File: config.mk
export PLATFORM = sky130hd
export DESIGN_NAME = dram_uart_dumper
export DESIGN_NICKNAME = d
export VERILOG_FILES = /design/src/rtl/dram_uart_dumper_pkg.sv /design/src/rtl/dram_uart_dumper_uart_tx_serializer.sv /design/src/rtl/dram_uart_dumper.sv
export SDC_FILE = /design/constraint.sdc
export NUM_CORES = 1
export LEC_CHECK = 0
export ABC_AREA = 1
export CORE_ASPECT_RATIO = 1.1
export CORE_MARGIN = 8
export CORE_UTILIZATION = 60
export DETAILED_ROUTE_END_ITERATION = 8
export DONT_BUFFER_PORTS = 1
export GPL_ROUTABILITY_DRIVEN = 0
export PLACE_DENSITY = 0.76
export SETUP_SLACK_MARGIN = 0.2
export SLEW_MARGIN = 20
export SYNTH_ARGS = -nofsm -noshare
export SYNTH_HDL_FRONTEND = slang
export SYNTH_SLANG_ARGS = --single-unit
File: constraint.sdc
create_clock -name clock -period 4.65 [get_ports clock]
set_input_delay 0.93 -clock clock [delete_from_list [all_inputs] [get_ports clock]]
set_output_delay 0.93 -clock clock [all_outputs]
set_load 0.01 [all_outputs]
File: src/rtl/dram_uart_dumper_pkg.sv
`default_nettype none
// ============================================================================
// Module      : dram_uart_dumper_pkg
// Description : Shared state encoding and 8N1 frame constants for the dumper.
// Revision    : 1.0 - initial release
// ============================================================================
package dram_uart_dumper_pkg;

    typedef enum logic [2:0] {
        IDLE  = 3'd0,
        READ  = 3'd1,
        LOAD  = 3'd2,
        START = 3'd3,
        DATA  = 3'd4,
        STOP  = 3'd5,
        DONE  = 3'd6
    } state_t;

    localparam logic START_BIT  = 1'b0;
    localparam logic STOP_BIT   = 1'b1;
    localparam int   FRAME_BITS = 10;
    localparam int   DATA_BITS  = FRAME_BITS - 2;

endpackage : dram_uart_dumper_pkg
`default_nettype wire

File: src/rtl/dram_uart_dumper_uart_tx_serializer.sv
`default_nettype none
// ============================================================================
// Module      : dram_uart_dumper_uart_tx_serializer
// Description : 8N1 LSB-first UART transmitter with load/ready handshake.
// Revision    : 1.0 - initial release
// ============================================================================
module dram_uart_dumper_uart_tx_serializer #(
    parameter int CLKS_PER_BIT = 434,
    parameter int DATA_WIDTH   = 8
) (
    input  logic                  clock,
    input  logic                  reset_n,
    input  logic                  load,
    input  logic [DATA_WIDTH-1:0] load_data,
    output logic                  ready,
    output logic                  frame_done,
    output logic                  tx
);
    import dram_uart_dumper_pkg::*;

    localparam int c_baud_w = (CLKS_PER_BIT > 1) ? $clog2(CLKS_PER_BIT) : 1;
    localparam int c_bit_w  = $clog2(DATA_BITS);
    localparam logic [c_baud_w-1:0] c_baud_last = c_baud_w'(CLKS_PER_BIT - 1);
    localparam logic [c_bit_w-1:0]  c_bit_last  = c_bit_w'(DATA_BITS - 1);

    state_t                r_state;
    logic [c_baud_w-1:0]   r_baud_cnt;
    logic [c_bit_w-1:0]    r_bit_cnt;
    logic [DATA_WIDTH-1:0] r_shift;
    logic                  r_tx;
    logic                  w_bit_end;

    assign w_bit_end  = (r_baud_cnt == c_baud_last);
    assign ready      = (r_state == IDLE);
    // Combinational so the dumper can issue the next READ on the very edge
    // that ends the stop bit, keeping the inter-frame gap at two cycles.
    assign frame_done = (r_state == STOP) && w_bit_end;
    assign tx         = r_tx;

    always_ff @(posedge clock or negedge reset_n) begin
        if (!reset_n) begin
            r_state    <= IDLE;
            r_baud_cnt <= '0;
            r_bit_cnt  <= '0;
            r_shift    <= '0;
            r_tx       <= STOP_BIT;
        end else begin
            case (r_state)
                IDLE: begin
                    if (load) begin
                        r_shift    <= load_data;
                        r_baud_cnt <= '0;
                        r_tx       <= START_BIT;
                        r_state    <= START;
                    end
                end
                START: begin
                    if (w_bit_end) begin
                        r_baud_cnt <= '0;
                        r_bit_cnt  <= '0;
                        r_tx       <= r_shift[0];
                        r_state    <= DATA;
                    end else begin
                        r_baud_cnt <= r_baud_cnt + 1'b1;
                    end
                end
                DATA: begin
                    if (w_bit_end) begin
                        r_baud_cnt <= '0;
                        r_shift    <= {1'b0, r_shift[DATA_WIDTH-1:1]};
                        r_bit_cnt  <= r_bit_cnt + 1'b1;
                        if (r_bit_cnt == c_bit_last) begin
                            r_tx    <= STOP_BIT;
                            r_state <= STOP;
                        end else begin
                            r_tx    <= r_shift[1];
                        end
                    end else begin
                        r_baud_cnt <= r_baud_cnt + 1'b1;
                    end
                end
                STOP: begin
                    if (w_bit_end) begin
                        r_baud_cnt <= '0;
                        r_state    <= IDLE;
                    end else begin
                        r_baud_cnt <= r_baud_cnt + 1'b1;
                    end
                end
                default: begin
                    r_tx    <= STOP_BIT;
                    r_state <= IDLE;
                end
            endcase
        end
    end

endmodule : dram_uart_dumper_uart_tx_serializer
`default_nettype wire

File: src/rtl/dram_uart_dumper.sv
`default_nettype none
// ============================================================================
// Module      : dram_uart_dumper
// Description : Streams NUM_BYTES DRAM words from START_ADDR out as 8N1 UART.
// Revision    : 1.0 - initial release
// ============================================================================
module dram_uart_dumper #(
    parameter int CLKS_PER_BIT = 434,
    parameter int ADDR_WIDTH   = 16,
    parameter int DATA_WIDTH   = 8,
    parameter int START_ADDR   = 0,
    parameter int NUM_BYTES    = 16384
) (
    input  logic                  clock,
    input  logic                  reset_n,
    input  logic                  start_Tx,
    input  logic [DATA_WIDTH-1:0] dram_rdata,
    output logic [ADDR_WIDTH-1:0] dram_addr,
    output logic                  dram_rd_active,
    output logic                  tx,
    output logic                  busy,
    output logic                  done
);
    import dram_uart_dumper_pkg::*;

    localparam int c_cnt_w = $clog2(NUM_BYTES + 1);
    localparam logic [c_cnt_w-1:0]    c_last_byte  = c_cnt_w'(NUM_BYTES - 1);
    localparam logic [ADDR_WIDTH-1:0] c_start_addr = ADDR_WIDTH'(START_ADDR);

    state_t                r_state;
    logic                  r_start_q;
    logic                  r_armed;
    logic [c_cnt_w-1:0]    r_byte_cnt;
    logic [ADDR_WIDTH-1:0] r_dram_addr;
    logic                  r_rd_active;
    logic                  r_busy;
    logic                  r_done;
    logic                  w_start_edge;
    logic                  w_ser_load;
    logic                  w_ser_ready;
    logic                  w_frame_done;

    // A level already high when reset releases is not a fresh request:
    // the line must be seen low at least once before an edge can arm a dump.
    assign w_start_edge = start_Tx && !r_start_q && r_armed;
    assign w_ser_load   = (r_state == LOAD) && w_ser_ready;

    assign dram_addr      = r_dram_addr;
    assign dram_rd_active = r_rd_active;
    assign busy           = r_busy;
    assign done           = r_done;

    dram_uart_dumper_uart_tx_serializer #(
        .CLKS_PER_BIT (CLKS_PER_BIT),
        .DATA_WIDTH   (DATA_WIDTH)
    ) u_serializer (
        .clock      (clock),
        .reset_n    (reset_n),
        .load       (w_ser_load),
        .load_data  (dram_rdata),
        .ready      (w_ser_ready),
        .frame_done (w_frame_done),
        .tx         (tx)
    );

    // START here covers the whole frame in flight; the serializer refines it
    // into its own START/DATA/STOP phases.
    always_ff @(posedge clock or negedge reset_n) begin
        if (!reset_n) begin
            r_state     <= IDLE;
            r_start_q   <= 1'b0;
            r_armed     <= 1'b0;
            r_byte_cnt  <= '0;
            r_dram_addr <= c_start_addr;
            r_rd_active <= 1'b0;
            r_busy      <= 1'b0;
            r_done      <= 1'b0;
        end else begin
            r_start_q <= start_Tx;
            if (!start_Tx) begin
                r_armed <= 1'b1;
            end

            case (r_state)
                IDLE: begin
                    if (w_start_edge) begin
                        r_busy      <= 1'b1;
                        r_rd_active <= 1'b1;
                        r_dram_addr <= c_start_addr;
                        r_byte_cnt  <= '0;
                        r_state     <= READ;
                    end
                end
                READ: begin
                    r_state <= LOAD;
                end
                LOAD: begin
                    if (w_ser_ready) begin
                        r_state <= START;
                    end
                end
                START: begin
                    if (w_frame_done) begin
                        if (r_byte_cnt == c_last_byte) begin
                            r_busy      <= 1'b0;
                            r_rd_active <= 1'b0;
                            r_done      <= 1'b1;
                            r_state     <= DONE;
                        end else begin
                            r_byte_cnt  <= r_byte_cnt + 1'b1;
                            r_dram_addr <= r_dram_addr + 1'b1;
                            r_state     <= READ;
                        end
                    end
                end
                DONE: begin
                    if (!start_Tx) begin
                        r_done  <= 1'b0;
                        r_state <= IDLE;
                    end
                end
                default: begin
                    r_busy      <= 1'b0;
                    r_rd_active <= 1'b0;
                    r_done      <= 1'b0;
                    r_state     <= IDLE;
                end
            endcase
        end
    end

endmodule : dram_uart_dumper
`default_nettype wire

==> results of run 1 <==
[cells in the mapped netlist (all sizes together), types with 2 or more instances]
cell,count
nand4,4
nand3,50
nor3,2
o22ai,3
dfrtp,61
nor2,86
xor2,2
ha,6
a22o,3
nand3b,2
nor3b,2
buf,12
a21oi,13
a31oi,2
o21bai,2
inv,32
nand2,176
o21a,4
xnor2,2
mux2i,7
o21ai,24
[kinds of logic after synthesis]
group / count (synthesis) / synth area share
AND/OR/NAND/NOR: 323 / 0.373
flip-flops: 62 / 0.430
AO/OA/AOI/OAI: 54 / 0.0891
buffers and inverters: 45 / 0.0582
multiplexers: 7 / 0.0194
adder cells (fa/ha/maj): 6 / 0.0208
XOR/XNOR: 4 / 0.00971
[power breakdown]
group	internal (mW)	leakage, nW	switching (mW)
registers	0.540	0.810	0.000302
logic	0.00136	1.05	0.00108
clock network	0.345	0.120	0.207
[critical path, cell delays in order (launching register included)]
cell and delay (ns):
dfrtp_1 0.41, inv_1 0.10, nand3_1 0.40, inv_2 0.52, o21ai_4 0.13, nand2_2 0.40
nand2_4 0.30, nand2_1 0.13, nand2_1 0.06
[through the flow]
stage               worst slack (ns)  area [µm²]
global route                    1.82        3850
global placement                2.16        3620
floorplan                       2.77        3610
CTS                             2.09        3850
finish                          2.08        3850
detailed placement              2.11        3620
[cell usage in the layout (no fill, tap or decap), drive strengths merged]
cell type | Yosys | layout
o22ai | 3 | 3
a31oi | 2 | 2
mux2i | 7 | 7
a21oi | 13 | 13
clkbuf | 1 | 13
nand4 | 4 | 4
inv | 32 | 32
ha | 6 | 6
clkinv | 0 | 1
xnor2 | 2 | 2
nor3 | 2 | 2
dfrtp | 61 | 61
a21boi | 1 | 1
bufinv | 0 | 2
o21a | 4 | 4
nand3 | 50 | 50
or2 | 1 | 1
nand2 | 176 | 176
nor2 | 86 | 86
nand3b | 2 | 2
o211ai | 1 | 1
nor3b | 2 | 2
o21bai | 2 | 2
o31ai | 1 | 1
dfstp | 1 | 1
o21ai | 24 | 24
xor2 | 2 | 2
a22o | 3 | 3
[how the worst max path moves through the flow]
stage	endpoint	cells after the start	from
floorplan	dram_addr[12]	8	start_Tx
global placement	dram_addr[15]	8	r_state[2]
detailed placement	r_byte_cnt[12]	8	r_state[2]
CTS	r_byte_cnt[12]	8	r_state[2]
global route	r_byte_cnt[12]	8	r_state[2]
finish	dram_addr[6]	8	r_state[2]
[state kept, by name, summed over array words and instances (netlist names)]
signal                   count
u_serializer.r_shift         8
r_state                      3
u_serializer.tx              1
done                         1
busy                         1
r_start_q                    1
r_armed                      1
r_byte_cnt                  15
u_serializer.r_state         3
dram_addr                   16
u_serializer.r_baud_cnt      9
u_serializer.r_bit_cnt       3
[metal layers]
layer | vias up | GRT usage
li1 | 1620 | -
met1 | 1413 | 0.209
met2 | 80 | 0.315
met3 | 11 | 0.0440
met4 | 0 | 0.0859
met5 | - | 0
[final cells by class]
type / count / area, µm²
fill: 503 / 1960
multi-input combinational: 394 / 1850
sequential: 62 / 1550
clock buffer: 13 / 169
inverter: 32 / 120
tap: 77 / 96.3
clock inverter: 3 / 65.1
==> results.yml, run 1 <==
global_routing:
  grt_overflow: 0
  gr-usage-all-layers: 0.183
  antenna_found_initial: 0
  grt_max_degree: 63
  grt_pass1_wl_mm: 13.4
  grt_pass1_vias: 2965
sta:
  finalSetupViolCount: 0
  clock_skew_ns: 0.00813
  max_slew_margin: 0.453
  worst_slew_pin_slew_ns: 0.817
  finalCriticalPeriod_ns: 2.57
  drv_slew: 0
  hold-worst-slack_ns: 0.272
  period_share: 0.554
  finalHoldViolCount: 0
  fmax_mhz: 388
  setup_tns_ns: 0
  grt_setup_unrepaired: "false"
synth:
  synth-async-reset-ratio: 1.00
  netlist.area_leader.share: 0.423
  synth_area_um2: 3610
  synth-seq-cells: 62
  synth_ff_type: "dfrtp_1"
  synth_fp_nets: 518
  avgSynthCellArea_um2: 7.21
  synth_edf_count: 0
  synth_area_leaders: "dfrtp_1 42%, nand2_1 18%, nor2_1 8.5%"
  synth.distinct_cells: 36
  synth_cells: 501
  yosys.area.top_type: "dfrtp_1"
  yosys_warnings: 0
  synth.yosys.seq_area_share: 0.430
worst_setup_path:
  startpoint_type: "flip-flop"
  rr_worst_depth: 8
  r2r_slack_ns: 2.08
  cp.arrival_ns: 2.80
  r2r-start: "r_state[2]"
  path_class: "flip-flop to flip-flop"
  crit_fanout: 31
  reg2reg_to: "dram_addr[6]"
  endpoint_kind: "flip-flop"
  cp.required_ns: 4.88
place:
  dp_cells: 565
  port-buffer-count: 0
  place_hpwl_mm: 5.40
clock_network:
  post_cts_buffers: 0
  cts_resized: 0
  ctsHoldBuffers: 0
  insertion_delay_ns: 0.35
  clk_pin_slew_ns: 0.07
  cts_tree: "built"
  numCtsBuffers: 9
  root_buffer: "clkbuf_8"
  cts_buffer_depth: 2
  cts_sinks: 62
  htree_levels: 3
power_and_ir_drop:
  power_density_nw_per_um2: 284
  peakVddDrop_v: 0.000225
  leakage_nw: 1.98
  finalPower_mw: 1.10
route:
  routed.top_layer: "met4"
  vias_per_cell: 5.38
  met3_length_um: 455
  ant_nets: 0
  drtPass1Iterations: 4
  wl_met2_mm: 3.71
  wl_per_cell_um: 13.1
  wl_met1_mm: 3.38
  routed_wl_mm: 7.64
  drc: 0
  drt-initial-drc-count: 231
  vias: 3124
finish:
  drive_above_1_share: 0.0615
  utilization: 0.663
  nets: 516
  n_antenna_cell: 0
  area_delta_synth_final_pct: 6.66
  final-instance-count-excl-fill: 581
floorplanning:
  fp-row-count: 29
  core_area_um2: 5810
  die_height_um: 97.4
  die-width_um: 90.0
  pin_count: 31
  dieArea_um2: 8760
  initial_utilization: 0.622
run_status:
  outcome: "finished, final reports clean"
run:
  cap_violations: 0
hold_path:
  hold_path.class: "primary input to asynchronous set/reset pin"
Power figures use the tool's default switching activity.
==> run 2, diff against run 1 <==
clock period = 2.65 ns   (was 4.65 ns; I/O delays follow)
==> results.yml, run 2 (synthesized netlist as in run 1, its figures left out) <==
finish:
  mostFrequentLayoutCell: "nand2_1"
  nets: 520
  n_antenna_cell: 0
  drive_above_1_share: 0.0709
  design_area_um2: 3910
  largest_register_ffs: 16
  layout_common_cells: "170 x nand2_1, 82 x nor2_1, 61 x dfrtp_1"
  final-instance-count-excl-fill: 585
  n_fill_cell: 511
  area_delta_synth_final_pct: 8.39
route:
  vias: 3202
  routed_wl_mm: 7.85
  wl_per_cell_um: 13.4
  drc: 0
  vias_per_cell: 5.47
  drt-initial-drc-count: 224
  ant_nets: 0
  drtPass1Iterations: 5
place:
  place_area_um2: 3640
  dp_cells: 568
  place_hpwl_mm: 5.34
  port-buffer-count: 0
  pre_cts_slack_ns: 0.499
worst_setup_path:
  crit_fanout: 31
  r2r_slack_ns: 0.45
  path_class: "flip-flop to flip-flop"
  startpoint_type: "flip-flop"
  cp.required_ns: 2.87
  rr_worst_depth: 8
  cp.arrival_ns: 2.42
  endpoint_kind: "flip-flop"
run_status:
  outcome: "finished, final reports clean"
global_routing:
  grt_max_degree: 62
  gr-usage-all-layers: 0.189
  grt_overflow: 0
  grt_pass1_wl_mm: 13.8
  grt_pass1_vias: 3010
  antenna_found_initial: 0
power_and_ir_drop:
  pwr-share-comb: 0.013
  peakVddDrop_v: 0.000365
  seqPwrFrac: 0.477
  power_density_nw_per_um2: 509
  switchingPower_mw: 0.386
  leakage_nw: 2.01
  finalPower_mw: 1.99
  power_frac_clock: 0.510
  p_int_mw: 1.60
  p_sw_frac: 0.194
clock_network:
  cts_tree: "built"
  cts_buffer_depth: 2
  insertion_delay_ns: 0.34
  htree_levels: 3
  root_buffer: "clkbuf_8"
  cts_sinks: 62
  numCtsBuffers: 9
  clk_pin_slew_ns: 0.06
  post_cts_buffers: 0
floorplanning:
  pin_count: 31
  dieArea_um2: 8760
  core_area_um2: 5810
  die_height_um: 97.4
  initial_utilization: 0.622
  fp-row-count: 29
  die-width_um: 90.0
sta:
  finalHoldViolCount: 0
  setup_tns_ns: 0
  worst_slew_pin_slew_ns: 0.775
  drv_slew: 0
  grt_setup_unrepaired: "false"
  finalSetupViolCount: 0
  max_slew_margin: 0.482
  clock_skew_ns: 0.00591
  fmax_mhz: 455
  finalCriticalPeriod_ns: 2.20
  worst_slack_ns: 0.452
  period_share: 0.830
hold_path:
  hold_path.class: "primary input to asynchronous set/reset pin"
run:
  cap_violations: 0
## run 2: changes by cell type in the layout (fill, tap and decap cells not counted), sizes merged
cell	change
buf	+4
bufinv	+1
clkbuf	-3
clkinv	+2
## run 2: final timing paths
| kind | startpoint | to |
|---|---|---|
| min in group clock | start_Tx | r_start_q |
| max in group asynchronous | reset_n | dram_addr[14] |
| hold reg to reg | r_armed | r_armed |
| hold / removal | reset_n | u_serializer.tx |
| setup / recovery | r_state[2] | dram_addr[14] |
| setup reg to reg | r_state[2] | dram_addr[14] |
## run 2: power groups by stage
stage / registers (mW) / clock network (mW) / logic (mW)
floorplan: 0.966 / 0 / 0.00381
global placement: 0.966 / 0 / 0.00412
detailed placement: 0.967 / 0 / 0.00427
CTS: 0.948 / 1.04 / 0.0270
global route: 0.948 / 1.08 / 0.0309
finish: 0.949 / 1.02 / 0.0259
## run 2: repair_timing
action                                 4_1_cts  5_1_grt
endpoints found under the hold margin       61        0
hold buffers                                 1        0
gates resized for setup                      0        0
## run 2: area by class of cell
| class | count | area [µm²] | share of cell area |
|---|---|---|---|
| multi-input cells | 394 | 1850 | 0.472 |
| flip-flops and latches | 62 | 1550 | 0.397 |
| clock buffers | 10 | 138 | 0.0352 |
| inverters | 32 | 120 | 0.0307 |
| clock inverters | 6 | 109 | 0.0278 |
| well taps | 77 | 96.3 | 0.0246 |
| repair buffers | 4 | 50.0 | 0.0128 |
## run 2: per-layer routing
layer | global-route usage | vias up | wire length [µm]
li1 | - | 1626 | -
met1 | 0.221 | 1473 | 3430
met2 | 0.324 | 91 | 3870
met3 | 0.0479 | 12 | 462
met4 | 0.0744 | 0 | 94
met5 | 0 | - | 0
## run 2: worst max-delay path, cell delays in order, from the launching register on
cell and delay, ns:
dfrtp_1 0.41, inv_1 0.12, nand3_1 0.13, inv_2 0.35, o21ai_4 0.13, nand2_2 0.40, nand2_4 0.32, nand2_1 0.15
nand2_1 0.07
## run 2: through the flow
stage                      util  hold WS (ns)
final                     0.674        0.0311
after global routing      0.674        0.0113
after CTS                 0.674        0.0116
after detailed placement  0.627         0.236
after global placement    0.627         0.237
after floorplan               -         0.234
